## src/rtl/vec_mac.sv

```systemverilog
// Serial signed fixed-point dot product: bias + VECTOR products, round/saturate/ReLU.
// Result VECTOR+2 edges after start with gap-free samples; in_valid gaps stall the accumulator.
module vec_mac #(
  parameter int WIDTH  = 16,
  parameter int VECTOR = 4,
  parameter int FRAC   = 8,
  parameter int ACCW   = 40
) (
  input  logic             clk,
  input  logic             rst,
  input  logic             start,
  input  logic             in_valid,
  input  logic [WIDTH-1:0] din,
  input  logic [WIDTH-1:0] w,
  input  logic [WIDTH-1:0] bias,
  input  logic             relu_en,
  output logic [WIDTH-1:0] dout,
  output logic             dout_valid,
  output logic             busy,
  output logic [7:0]       addr
);

  typedef enum logic [1:0] {IDLE, ACC, OUT} state_t;

  localparam logic signed [ACCW-1:0] MAXV = {{(ACCW-WIDTH+1){1'b0}}, {(WIDTH-1){1'b1}}};
  localparam logic signed [ACCW-1:0] MINV = {{(ACCW-WIDTH+1){1'b1}}, {(WIDTH-1){1'b0}}};
  localparam logic signed [ACCW-1:0] HALF = ACCW'(1) << (FRAC-1);
  localparam logic [WIDTH-1:0] MAXW = {1'b0, {(WIDTH-1){1'b1}}};
  localparam logic [WIDTH-1:0] MINW = {1'b1, {(WIDTH-1){1'b0}}};
  localparam logic [7:0] LAST = 8'(VECTOR-1);

  state_t                  state;
  logic signed [ACCW-1:0]  acc;
  logic                    relu;
  logic signed [2*WIDTH-1:0] prod;
  logic signed [ACCW-1:0]  prod_ext;
  logic signed [ACCW-1:0]  bias_ext;
  logic signed [ACCW-1:0]  rnd;
  logic signed [ACCW-1:0]  shifted;
  logic [WIDTH-1:0]        result;

  assign prod     = $signed(din) * $signed(w);
  assign prod_ext = {{(ACCW-2*WIDTH){prod[2*WIDTH-1]}}, prod};
  assign bias_ext = {{(ACCW-WIDTH){bias[WIDTH-1]}}, bias} <<< FRAC;
  assign rnd      = acc + HALF;
  assign shifted  = rnd >>> FRAC;

  // Saturation keeps the sign, so the ReLU test can use the unsaturated sign bit.
  always_comb begin
    result = shifted[WIDTH-1:0];
    if (shifted > MAXV)
      result = MAXW;
    else if (shifted < MINV)
      result = MINW;
    if (relu && shifted[ACCW-1])
      result = '0;
  end

  always_ff @(posedge clk) begin
    if (rst) begin
      state      <= IDLE;
      acc        <= '0;
      addr       <= '0;
      relu       <= 1'b0;
      dout       <= '0;
      dout_valid <= 1'b0;
      busy       <= 1'b0;
    end else begin
      dout_valid <= 1'b0;
      case (state)
        IDLE: begin
          busy <= start;
          if (start) begin
            state <= ACC;
            acc   <= bias_ext;
            addr  <= '0;
            relu  <= relu_en;
          end
        end
        ACC: begin
          busy <= 1'b1;
          if (in_valid) begin
            acc  <= acc + prod_ext;
            addr <= addr + 8'd1;
            if (addr == LAST)
              state <= OUT;
          end
        end
        OUT: begin
          busy       <= 1'b1;
          dout       <= result;
          dout_valid <= 1'b1;
          state      <= IDLE;
        end
        default: state <= IDLE;
      endcase
    end
  end

endmodule

```

## config.mk

```make
export PLATFORM = sky130hd
export DESIGN_NAME = vec_mac
export DESIGN_NICKNAME = d
export VERILOG_FILES = /design/src/rtl/vec_mac.sv
export SDC_FILE = /design/constraint.sdc
export NUM_CORES = 1
export LEC_CHECK = 0
export ABC_AREA = 1
export BUFFER_PORTS_ARGS = -buffer_cell sky130_fd_sc_hd__buf_4
export CORE_ASPECT_RATIO = 0.5
export CORE_MARGIN = 2
export CORE_UTILIZATION = 65
export DETAILED_ROUTE_END_ITERATION = 10
export GPL_ROUTABILITY_DRIVEN = 0
export PLACE_DENSITY = 0.89
export SETUP_SLACK_MARGIN = 0.3
export SLEW_MARGIN = 30
export SYNTH_ARGS = -nofsm -noshare
export SYNTH_HDL_FRONTEND = slang
export SYNTH_SLANG_ARGS = --single-unit
```

## constraint.sdc

```tcl
create_clock -name clk -period 7.8 [get_ports clk]
set_clock_uncertainty 0.15 [all_clocks]
set_input_delay 0.78 -clock clk [delete_from_list [all_inputs] [get_ports clk]]
set_output_delay 0.78 -clock clk [all_outputs]
set_load 0.005 [all_outputs]
```

==> results_dict.tcl <==
set metrics [dict create \
    status "completed" \
    fin_nets 2812 \
    slew_violations 0 \
    post_dp_cell_area_mm2 0.0177 \
    clk_latency_ns 0.34 \
    rsz0062_at_grt "no" \
    synthTopCellsByArea "fa_1, inv_1, nand2_1" \
    numCtsBuffers 9 \
    setup_viol_count_final 0 \
    cts_tree "built" \
    antenna_cells 0 \
    worst-setup-path-type "input port to flop" \
    syn-cell-area_mm2 0.0169 \
    cp-start-kind "input port" \
    ant_nets 0 \
    ys_types 39 \
    coreArea_mm2 0.0254 \
    die_w_um 232 \
    drt-initial-drc-count 2008 \
    num_vias 15239 \
    final_layout_size_suffix_gt1_share_pct 5.62 \
    arrival_ns 7.02 \
    overflow 0 \
    ys_top_cells_by_count "inv_1, nand2_1, fa_1, nor2_1, a21oi_1" \
    fin_util_pct 70.8 \
    crit_required_ns 7.91 \
    gr-usage-all-layers_pct 36.8 \
    ys_ff_latch 69 \
    path_clk_slew_ns 0.06 \
    die_h_um 118 \
    max_slew_margin_pct 30.1 \
    drt-vias-per-instance 5.74 \
    grt_pass1_vias 15708 \
    hold_violations 0 \
    yosysMostFrequentCell "inv_1" \
    final.setup.tns_ns 0 \
    seq_area_frac_synth_pct 8.15 \
    grt_max_degree 51 \
    min_period_ns 6.91 \
    wirelength_mm 47.7 \
    worst_pin_slew_ns 1.05 \
    dieArea_mm2 0.0274 \
    clock_path_buffers 2 \
    crit_fanout 17 \
    synth.top_cell.area_share_pct 39.0 \
    avgSynthCellArea_um2 7.38 \
    synth_top_cell_by_area "fa_1" \
    fin_area_mm2 0.0180 \
    endpoint_kind "flop" \
    period_share_pct 88.6 \
    fin_ws_ns 0.887 \
    start_util_pct 66.7 \
    ios 79 \
    synth_fp_nets 2800 \
    yosysWarnings 0 \
    dpl.hpwl_mm 39.1 \
    post_cts_buffers 0 \
    synthCells 2295 \
    post_drt_wl_per_cell_um 17.9 \
    first_pass_iters 8 \
    ctsHoldBuffers 0 \
    pre_cts_ws_ns 0.623 \
    cts_resized 0 \
    root_buffer "clkbuf_16" \
    hp-class "flop to flop" \
    port_buffers 78 \
    grt_pass1_wl_mm 79.2 \
    n_fill_cell 1893 \
    clock_sinks 69 \
    antenna_found_initial 0 \
    max_freq_ghz 0.145 \
    htreeDepth 3 \
    synth_ff_type "dfxtp_1" \
    synth_edf_count 0 \
    syn2layout_area_growth_pct 6.10 \
    async_flop_share_pct 0 \
    drcViolationCount 0 \
    drv_cap 0 \
    rows 41 \
]
==> path summary, 6_finish.rpt <==
| kind | start | end | slack (ns) | cells after the start |
|---|---|---|---|---|
| worst max-delay path | w[15] | acc[36] | 0.89 | 22 |
| worst min-delay path | dout[15] | dout[15] | 0.32 | 2 |
| worst max register to register | acc[15] | acc[24] | 2.28 | 18 |
| worst min register to register | dout[15] | dout[15] | 0.32 | 2 |
==> layout make-up <==
cell class | count | area, um2 | area share, %
clock inverters | 4 | 47.5 | 0.265
well taps | 344 | 430 | 2.39
repair buffers | 83 | 623 | 3.47
inverters | 615 | 2310 | 12.8
flip-flops and latches | 69 | 1380 | 7.69
clock buffers | 12 | 246 | 1.37
multi-input cells | 1529 | 12900 | 72.0
==> state kept, by name, indices dropped and copies added, names as in the netlist <==
name        count
dout           16
busy            1
state           2
relu            1
dout_valid      1
acc            40
addr            8
==> critical path, stage by stage <==
cell	delay [ns]
buf_4	0.11
inv_1	0.53
o21ai_0	0.28
ha_1	0.39
inv_1	0.07
fa_1	0.54
fa_1	0.59
fa_1	0.78
inv_1	0.18
fa_1	0.56
inv_1	0.06
fa_1	0.52
inv_1	0.04
ha_1	0.38
nand2_1	0.16
nor2_1	0.18
inv_1	0.08
nor3_1	0.22
nand3_1	0.13
nand4_1	0.12
nand3_1	0.11
a21oi_1	0.21
==> layer usage <==
| layer | share of wire (%) | vias up | GRT usage [%] |
|---|---|---|---|
| met5 | 0 | - | 0 |
| met1 | 37 | 7169 | 49.9 |
| li1 | - | 6734 | - |
| met2 | 44 | 1124 | 57.0 |
| met4 | 3.9 | 0 | 12.2 |
| met3 | 15 | 212 | 10.5 |
==> metrics by stage <==
stage	hold slack, ns	instances
finish	0.320	2656
global placement	0.308	2640
floorplan	0.300	2295
global route	0.341	2656
detailed placement	0.315	2640
CTS	0.323	2656
==> cells in the final DEF, fill, tap and decap left out, drive strengths merged, types with 4 or more instances in the layout <==
cell and n:
nand2 529, a21oi 127, o21ai 62, inv 614, nor4 4, buf 83
nand4 10, fa 330, o22ai 7, a21o 5, xor2 17, nor2 195
or2 5, nor3 5, ha 122, xnor2 19, a31oi 6, nand3 69
dfxtp 69, clkbuf 12
==> cells by family after synthesis <==
| kind of cell | Yosys count | share of synthesized area, % |
|---|---|---|
| AO/OA/AOI/OAI | 220 | 6.91 |
| adder cells (fa/ha/maj) | 452 | 48.0 |
| buffers and inverters | 697 | 15.5 |
| AND/OR/NAND/NOR | 821 | 19.5 |
| flip-flops | 69 | 8.15 |
| XOR/XNOR | 36 | 1.86 |
Power is not shown: default switching activity piles up to over one toggle a cycle in this logic, so the estimate is an artifact.
